<file path="src/rtl/fetch_stage_pkg.sv">
// rtl/fetch_stage_pkg.sv - shared fetch-stage types and defaults
package fetch_stage_pkg;

  localparam int          XLEN_DEFAULT     = 32;
  localparam logic [31:0] NOP_INST_DEFAULT = 32'h0000_0013;

  typedef enum logic [1:0] {
    ST_IDLE,
    ST_FETCH,
    ST_BUFFERED,
    ST_HALTED
  } fetch_state_e;

endpackage

</file>
<file path="src/rtl/fetch_buffer.sv">
// rtl/fetch_buffer.sv - one-entry skid register holding a beat that arrived during a stall
module fetch_buffer #(
  parameter int XLEN = 32
) (
  input  logic            clk,
  input  logic            reset_n,
  input  logic            load,
  input  logic            drain,
  input  logic            clear,
  input  logic [XLEN-1:0] load_pc,
  input  logic [31:0]     load_inst,
  output logic [XLEN-1:0] buf_pc,
  output logic [31:0]     buf_inst,
  output logic            buf_valid
);

  always_ff @(posedge clk or negedge reset_n) begin
    if (!reset_n) begin
      buf_pc    <= '0;
      buf_inst  <= '0;
      buf_valid <= 1'b0;
    end else if (clear) begin
      buf_valid <= 1'b0;
    end else if (load) begin
      buf_pc    <= load_pc;
      buf_inst  <= load_inst;
      buf_valid <= 1'b1;
    end else if (drain) begin
      buf_valid <= 1'b0;
    end
  end

endmodule

</file>
<file path="src/rtl/fetch_stage.sv">
// rtl/fetch_stage.sv - IF stage: fetch PC, imem req/ready handshake, IF/ID register
module fetch_stage
  import fetch_stage_pkg::*;
#(
  parameter int              XLEN     = XLEN_DEFAULT,
  parameter logic [XLEN-1:0] RESET_PC = '0,
  parameter logic [31:0]     NOP_INST = NOP_INST_DEFAULT
) (
  input  logic            clk,
  input  logic            reset_n,
  input  logic            PC_write,
  input  logic            IF_ID_write,
  input  logic            IF_flush,
  input  logic [XLEN-1:0] redirect_target,
  input  logic            halt,
  output logic            imem_req,
  output logic [XLEN-1:0] imem_addr,
  input  logic            imem_ready,
  input  logic [31:0]     imem_rdata,
  output logic [XLEN-1:0] IF_ID_pc,
  output logic [31:0]     IF_ID_inst,
  output logic            IF_ID_valid
);

  localparam logic [XLEN-1:0] PC_STEP = XLEN'(4);

  fetch_state_e    state;
  logic [XLEN-1:0] pc;
  logic            stall;
  logic            beat;
  logic            buf_load;
  logic            buf_drain;
  logic [XLEN-1:0] buf_pc;
  logic [31:0]     buf_inst;
  logic            buf_valid;

  assign stall     = ~PC_write | ~IF_ID_write;
  assign beat      = imem_req & imem_ready;
  assign imem_addr = pc;
  assign buf_load  = beat & stall & ~IF_flush;
  assign buf_drain = buf_valid & ~stall & ~IF_flush;

  fetch_buffer #(.XLEN(XLEN)) u_buf (
    .clk       (clk),
    .reset_n   (reset_n),
    .load      (buf_load),
    .drain     (buf_drain),
    .clear     (IF_flush),
    .load_pc   (pc),
    .load_inst (imem_rdata),
    .buf_pc    (buf_pc),
    .buf_inst  (buf_inst),
    .buf_valid (buf_valid)
  );

  // imem_req is registered alongside the state so it is glitch-free toward memory
  always_ff @(posedge clk or negedge reset_n) begin
    if (!reset_n) begin
      state    <= ST_IDLE;
      imem_req <= 1'b0;
    end else if (halt) begin
      state    <= ST_HALTED;
      imem_req <= 1'b0;
    end else begin
      case (state)
        ST_IDLE: begin
          state    <= ST_FETCH;
          imem_req <= 1'b1;
        end
        ST_FETCH: begin
          if (buf_load) begin
            state    <= ST_BUFFERED;
            imem_req <= 1'b0;
          end
        end
        ST_BUFFERED: begin
          if (IF_flush || !stall) begin
            state    <= ST_FETCH;
            imem_req <= 1'b1;
          end
        end
        default: begin
          state    <= ST_HALTED;
          imem_req <= 1'b0;
        end
      endcase
    end
  end

  always_ff @(posedge clk or negedge reset_n) begin
    if (!reset_n) begin
      pc <= RESET_PC;
    end else if (IF_flush) begin
      pc <= redirect_target;
    end else if (beat) begin
      pc <= pc + PC_STEP;
    end
  end

  // Buffered beat is always older than a live beat, so it has priority into IF/ID
  always_ff @(posedge clk or negedge reset_n) begin
    if (!reset_n) begin
      IF_ID_pc    <= '0;
      IF_ID_inst  <= NOP_INST;
      IF_ID_valid <= 1'b0;
    end else if (IF_flush) begin
      IF_ID_inst  <= NOP_INST;
      IF_ID_valid <= 1'b0;
    end else if (!stall) begin
      if (buf_valid) begin
        IF_ID_pc    <= buf_pc;
        IF_ID_inst  <= buf_inst;
        IF_ID_valid <= 1'b1;
      end else if (beat) begin
        IF_ID_pc    <= pc;
        IF_ID_inst  <= imem_rdata;
        IF_ID_valid <= 1'b1;
      end else begin
        IF_ID_inst  <= NOP_INST;
        IF_ID_valid <= 1'b0;
      end
    end
  end

endmodule
</file>
<file path="config.mk">
export PLATFORM = sky130hd
export DESIGN_NAME = fetch_stage
export DESIGN_NICKNAME = d
export VERILOG_FILES = /design/src/rtl/fetch_stage_pkg.sv /design/src/rtl/fetch_buffer.sv /design/src/rtl/fetch_stage.sv
export SDC_FILE = /design/constraint.sdc
export NUM_CORES = 1
export LEC_CHECK = 0
export BUFFER_PORTS_ARGS = -buffer_cell sky130_fd_sc_hd__buf_2
export CORE_ASPECT_RATIO = 0.75
export CORE_UTILIZATION = 30
export DETAILED_ROUTE_END_ITERATION = 12
export SLEW_MARGIN = 40
export SYNTH_ARGS = -nofsm -noshare
export SYNTH_HDL_FRONTEND = slang
export SYNTH_SLANG_ARGS = --single-unit
</file>
<file path="constraint.sdc">
create_clock -name clk -period 2.1 [get_ports clk]
set_input_delay 0.315 -clock clk [delete_from_list [all_inputs] [get_ports clk]]
set_output_delay 0.315 -clock clk [all_outputs]
set_load 0.02 [all_outputs]
</file>
==> results of run 1 <==
==> state kept, by name, summed over array words and instances, names as in the netlist <==
name             count
imem_req             1
state                2
u_buf.buf_valid      1
IF_ID_pc            32
IF_ID_valid          1
imem_addr           32
u_buf.buf_inst      32
IF_ID_inst          32
u_buf.buf_pc        32
==> synth_stat cells (6+ instances only) <==
| master | n | area [sq um] |
|---|---|---|
| mux2_2 | 123 | 1385 |
| nor2_1 | 29 | 108.9 |
| a31oi_1 | 19 | 118.9 |
| buf_1 | 7 | 26.28 |
| nand3_1 | 9 | 45.04 |
| inv_1 | 6 | 22.52 |
| a21oi_1 | 35 | 175.2 |
| o31ai_1 | 15 | 112.6 |
| clkbuf_1 | 32 | 120.1 |
| dfrtp_1 | 162 | 4054 |
| nand2_1 | 67 | 251.5 |
| or4_1 | 17 | 127.6 |
| nor3b_1 | 29 | 217.7 |
| xnor2_1 | 7 | 61.31 |
| o21ai_0 | 51 | 255.2 |
==> logic make-up (layout without fill, tap and decap cells) <==
group / count (synthesis) / count (layout)
XOR/XNOR: 10 / 10
flip-flops: 165 / 165
AO/OA/AOI/OAI: 124 / 124
AND/OR/NAND/NOR: 177 / 177
buffers and inverters: 53 / 259
multiplexers: 128 / 128
adder cells (fa/ha/maj): 1 / 1
==> what timing repair did <==
| action | CTS | global route |
|---|---|---|
| setup endpoints to repair | 0 | 9 |
| gates resized for setup | 0 | 3 |
| endpoints found under the hold margin | 37 | 0 |
| buffers inserted | 0 | 2 |
| hold buffers | 1 | 0 |
==> routing by layer <==
metal / GRT usage [%] / part of all wire (%) / up-vias
li1: - / - / 2777
met1: 22.80 / 50 / 2829
met2: 22.83 / 43 / 139
met3: 5.095 / 6.4 / 15
met4: 4.002 / 0.77 / 2
met5: 0 / 0.066 / -
==> worst register-to-register path, stage by stage, from the launching register on <==
cell,delay [ns]
dfrtp_2,0.40
ha_2,0.19
nand2_1,0.07
or4_1,0.42
buf_6,0.17
or4_1,0.50
a31oi_1,0.18
==> cell type report <==
| cell class | count | share of cell area, % |
|---|---|---|
| flip-flops and latches | 165 | 42.79 |
| multi-input cells | 440 | 33.11 |
| repair buffers | 221 | 13.56 |
| clock buffers | 18 | 4.431 |
| well taps | 331 | 4.276 |
| clock inverters | 14 | 1.602 |
| inverters | 6 | 0.2325 |
==> power by group <==
group          internal (mW)  total, mW  switching, mW  leakage, nW
clock network           1.76       3.16           1.40        0.269
registers               3.28       3.36         0.0879         2.19
logic                  0.300      0.715          0.415         2.12
==> worst max path at each step <==
stage | from | end | slack [ns] | cells past startpoint
floorplan | imem_addr[16]$_DFFE_PN0N_ | imem_addr[29]$_DFFE_PN0N_ | 0.005 | 5
global placement | imem_ready | imem_addr[24]$_DFFE_PN0N_ | 0.07 | 6
detailed placement | imem_ready | imem_addr[24]$_DFFE_PN0N_ | 0.06 | 6
CTS | imem_addr[2]$_DFFE_PN0N_ | imem_addr[24]$_DFFE_PN0N_ | 0.05 | 6
global route | imem_addr[2]$_DFFE_PN0N_ | imem_addr[22]$_DFFE_PN0N_ | -0.006 | 6
finish | imem_addr[2]$_DFFE_PN0N_ | imem_addr[22]$_DFFE_PN0N_ | 0.09 | 6
==> per-stage QoR <==
step / setup TNS (ns) / instance area [sq um] / setup WS [ns] / power, mW
3_3_place_gp: 0 / 9066 / 0.07199 / 4.132
5_1_grt: -0.006389 / 9686 / -0.006389 / 7.550
3_5_place_dp: 0 / 9066 / 0.05554 / 4.141
6_report: 0 / 9686 / 0.08786 / 7.240
4_1_cts: 0 / 9661 / 0.04648 / 7.325
2_1_floorplan: 0 / 7537 / 0.004930 / 3.753
==> cells in the final DEF, fill, tap and decap left out, types with 9 or more instances in the layout <==
cell	netlist	final
mux2_2	123	123
buf_2	5	167
a21oi_1	35	34
buf_4	0	46
nor3b_1	29	29
nand3_1	9	9
or4_1	17	16
nor2_1	29	28
nand2_1	67	66
clkbuf_16	0	17
dfrtp_1	162	155
a31oi_1	19	19
o31ai_1	15	15
o21ai_0	51	51
==> metrics.cfg, run 1 <==
[status]
outcome=completed

[clocking]
cts_root_buf=clkbuf_16
cts_tree=done
clock_latency_ns=0.44
h-tree-depth=4
cts.clk_slew.worst_paths_ns=0.07
clkSinkCount=165
cts_inserted_buffers=17
clk_path_buf_depth=2

[global_routing]
grt_pass1_wl_microns=31390
grt_pass1_vias=5628
grt_max_degree=45
grtUsageTotal_pct=15.87
overflow=0
antenna_found_initial=2

[hold_path]
worstHoldPathCells=2
hold_path.class=in -> reg
hold-path-endpoint=imem_req$_DFFE_PN0P_
worst_hold_startpoint=halt

[synth]
synth_top_family_by_area=multiplexers
synth_mux_area_share_pct=19.06
ys_warn_count=0
syn-num-nets=730
yosysUniqueCellTypes=38
synth-xor-area-share_pct=1.163
async_flop_share_pct=100.0
postSynthAreaPerCell_sq_um=11.44
synth_fa_ha_area_share_pct=0.1662
synthFlopType=dfrtp_1
synth-simple-area-share_pct=12.58
ys_ff_latch=165
ys_seq_area_share_pct=54.89
synth_compound_area_share_pct=9.191
synth_edf_count=0
syn_area_sq_um=7528
syn_inst=658

[route]
drc=0
viasPerCell=4.822
firstDrtPassIters=4
drt_iter0_drc=365
finalWirelength_microns=19570
ant_nets=0
dr_total_vias=5762
wl_per_cell_microns=16.37

[timing]
tightest_slew_ns=0.4921
min_period_ns=2.012
fmax_ghz=0.4970
relSlewSlack_pct=67.19
setup_viol=0
slew_viol_final=0
hold_violations=0
rsz0062_at_grt=true
whs_ns=0.08748
skew_ns=0.01791
period_share_pct=95.82

[worst_setup_path]
worst_path_max_delay_cell=or4_1
timing.rr.end=imem_addr[22]$_DFFE_PN0N_
ff2ff_path_depth=6
r2r_slack_ns=0.09
r2r-start=imem_addr[2]$_DFFE_PN0N_
critPathLaunchType=flop
critPathRequiredTime_ns=2.45
crit_path_cell_trace=ha_2 -> nand2_1 -> or4_1 -> buf_6 -> or4_1 -> a31oi_1
critical_path_class=reg -> reg
cp_common_cell=or4_1
max_stage_delay_ns=0.49
critPathTopFamily=simple AND/OR/NAND/NOR gates
cp.arrival_ns=2.36
endpoint_kind=flop
critPathMaxFanout=17
cp.buffers_inverters=1

[placed_design]
dp_hpwl_microns=13540
gp_congestion=0.7533
dp.cells=1160
portBuffers=168

[final_layout]
final.fill_count=2409
n_antenna_cell=0
seq_area_sq_um=4144
fin_util_pct=39.89
drive_gt1_share_pct=45.37
multi_input_comb_area_sq_um=3207
nets=923
area_growth_syn_to_layout_pct=28.65
stdcell_count=1195

[pwr]
power_density_nw_per_um2=747.5
power.leakage_nw=4.580
ir_drop_mv=0.4975

[floorplanning]
start_util_pct=31.01
rows=49
die_w_microns=184.9
io_pins=169
die_y_microns=139.2
placeableCoreArea_sq_um=24280
die-area_sq_um=25740

[job]
max-cap-violations=0

Power figures use the tool's default switching activity.
==> inputs of run 2 (changes only) <==
--- a/config.mk
+++ b/config.mk
@@ -9,6 +9,7 @@
 export CORE_ASPECT_RATIO = 0.75
 export CORE_UTILIZATION = 30
 export DETAILED_ROUTE_END_ITERATION = 12
+export PLACE_DENSITY = 0.57
 export SLEW_MARGIN = 40
 export SYNTH_ARGS = -nofsm -noshare
 export SYNTH_HDL_FRONTEND = slang
==> metrics.cfg, run 2 (synthesis gave the netlist of run 1 again) <==
[clocking]
clkSinkCount=165  ; unchanged
cts_root_buf=clkbuf_16
clock_latency_ns=0.44  ; about the same
cts_inserted_buffers=17  ; unchanged
cts_tree=done
clk_path_buf_depth=2  ; unchanged
cts.clk_slew.worst_paths_ns=0.07  ; about the same
h-tree-depth=4  ; unchanged

[pwr]
ir_drop_mv=0.4929  ; -0.91%
power.leakage_nw=4.541  ; -0.86%
power_density_nw_per_um2=736.8  ; -1.4%

[global_routing]
grt_pass1_vias=5537  ; -1.6%
grt_pass1_wl_microns=31240  ; -0.46%
grtUsageTotal_pct=15.86  ; about the same
antenna_found_initial=2  ; unchanged
grt_max_degree=97  ; +120%
overflow=0  ; unchanged

[final_layout]
layout_commonest_cell=buf_2
fin_util_pct=39.59  ; -0.30 points
n_antenna_cell=0  ; unchanged
area_growth_syn_to_layout_pct=27.67
nets=912  ; -1.2%
design_area_sq_um=9612  ; -0.76%
drive_gt1_share_pct=44.90  ; -0.47 points
final_cell_mix=buf_2, dfrtp_1, mux2_2
stdcell_count=1184  ; -0.92%

[timing]
fin_ws_ns=0.07760  ; -0.01026 ns
setup_viol=0  ; unchanged
skew_ns=0.01314  ; -0.004771 ns
rsz0062_at_grt=true
tightest_slew_ns=0.4928  ; +0.0007166 ns
relSlewSlack_pct=67.15  ; about the same
slew_viol_final=0  ; unchanged
hold_violations=0  ; unchanged
min_period_ns=2.022  ; +0.01026 ns
period_share_pct=96.30  ; +0.49 points
fmax_ghz=0.4945  ; -0.51%

[route]
ant_nets=0  ; unchanged
wl_per_cell_microns=16.74  ; +2.3%
drc=0  ; unchanged
firstDrtPassIters=4  ; unchanged
dr_total_vias=5747  ; -0.26%
drt_iter0_drc=301  ; -18%
viasPerCell=4.854  ; +0.67%
finalWirelength_microns=19820  ; +1.3%

[worst_setup_path]
critPathRequiredTime_ns=2.46  ; about the same
critPathLaunchType=flop
endpoint_kind=flop
critPathMaxFanout=20  ; +3
critical_path_class=reg -> reg
cp.arrival_ns=2.38  ; +0.02 ns
ff2ff_path_depth=4  ; -2

[placed_design]
portBuffers=168  ; unchanged
placed_cell_area_sq_um=8994  ; -0.80%
dp_hpwl_microns=13250  ; -2.2%
gp_congestion=0.7565  ; +0.42%
place_ws_ns=0.03939  ; -0.01615 ns
dp.cells=1147  ; -1.1%

[hold_path]
hold_path.class=in -> reg
worstHoldPathCells=2  ; unchanged

[floorplanning]
placeableCoreArea_sq_um=24280  ; unchanged
rows=49  ; unchanged
die-area_sq_um=25740  ; unchanged
die_y_microns=139.2  ; unchanged
start_util_pct=31.01  ; unchanged
io_pins=169  ; unchanged
die_w_microns=184.9  ; unchanged

[status]
outcome=completed

[job]
max-cap-violations=0  ; unchanged

==> run 2: area by class of cell <==
type / instances / area [sq um]
flip-flops and latches: 165 / 4144
repair buffers: 210 / 1260
fillers: 2464 / 14670
inverters: 6 / 22.52
multi-input cells: 440 / 3213
clock buffers: 19 / 442.9
clock inverters: 13 / 115.1
well taps: 331 / 414.1
==> run 2: power breakdown <==
part	total, mW	internal, mW	switching (mW)
clock	3.01	1.58	1.42
sequential	3.36	3.28	0.0835
combinational	0.717	0.295	0.422
==> run 2: worst paths after layout <==
check	from	endpoint	slack, ns
setup / recovery	imem_addr[5]$_DFFE_PN0N_	imem_addr[29]$_DFFE_PN0N_	0.08
hold / removal	halt	imem_req$_DFFE_PN0P_	0.08
setup reg to reg	imem_addr[5]$_DFFE_PN0N_	imem_addr[29]$_DFFE_PN0N_	0.08
hold reg to reg	IF_ID_inst[26]$_DFFE_PN0P_	IF_ID_inst[26]$_DFFE_PN0P_	0.47
max in group asynchronous	reset_n	IF_ID_inst[1]$_DFFE_PN1P_	1.01
min in group asynchronous	reset_n	IF_ID_pc[21]$_DFFE_PN0P_	0.35
==> run 2: metal layers <==
layer / vias up / wire length, microns / global-route usage [%] / part of all wire [%]
met3: 16 / 1213 / 4.779 / 6.1
met2: 147 / 8512 / 22.26 / 43
met1: 2834 / 9895 / 23.01 / 50
met4: 2 / 189 / 5.176 / 0.95
met5: - / 13 / 0 / 0.066
li1: 2748 / - / - / -
==> run 2: per-stage QoR <==
stage	setup TNS, ns	total power [mW]	hold slack [ns]
2_1_floorplan	0	3.753	0.01941
3_3_place_gp	0	4.124	0.2425
3_5_place_dp	0	4.134	0.2436
4_1_cts	0	7.197	0.04199
5_1_grt	-0.02681	7.399	0.06716
6_report	0	7.082	0.07517
==> run 2: worst max-delay path, stage by stage, from the launching register on <==
cell and delay [ns]:
dfrtp_2 0.38, nand4_4 0.14, or4_4 0.67, or4_1 0.55, a31oi_1 0.19
==> run 2: repair_timing <==
item / in CTS / in global routing
hold endpoints to repair: 33 / 0
buffers inserted: 0 / 4
setup endpoints to repair: 0 / 9
hold buffers: 1 / 0
gates resized for setup: 0 / 6
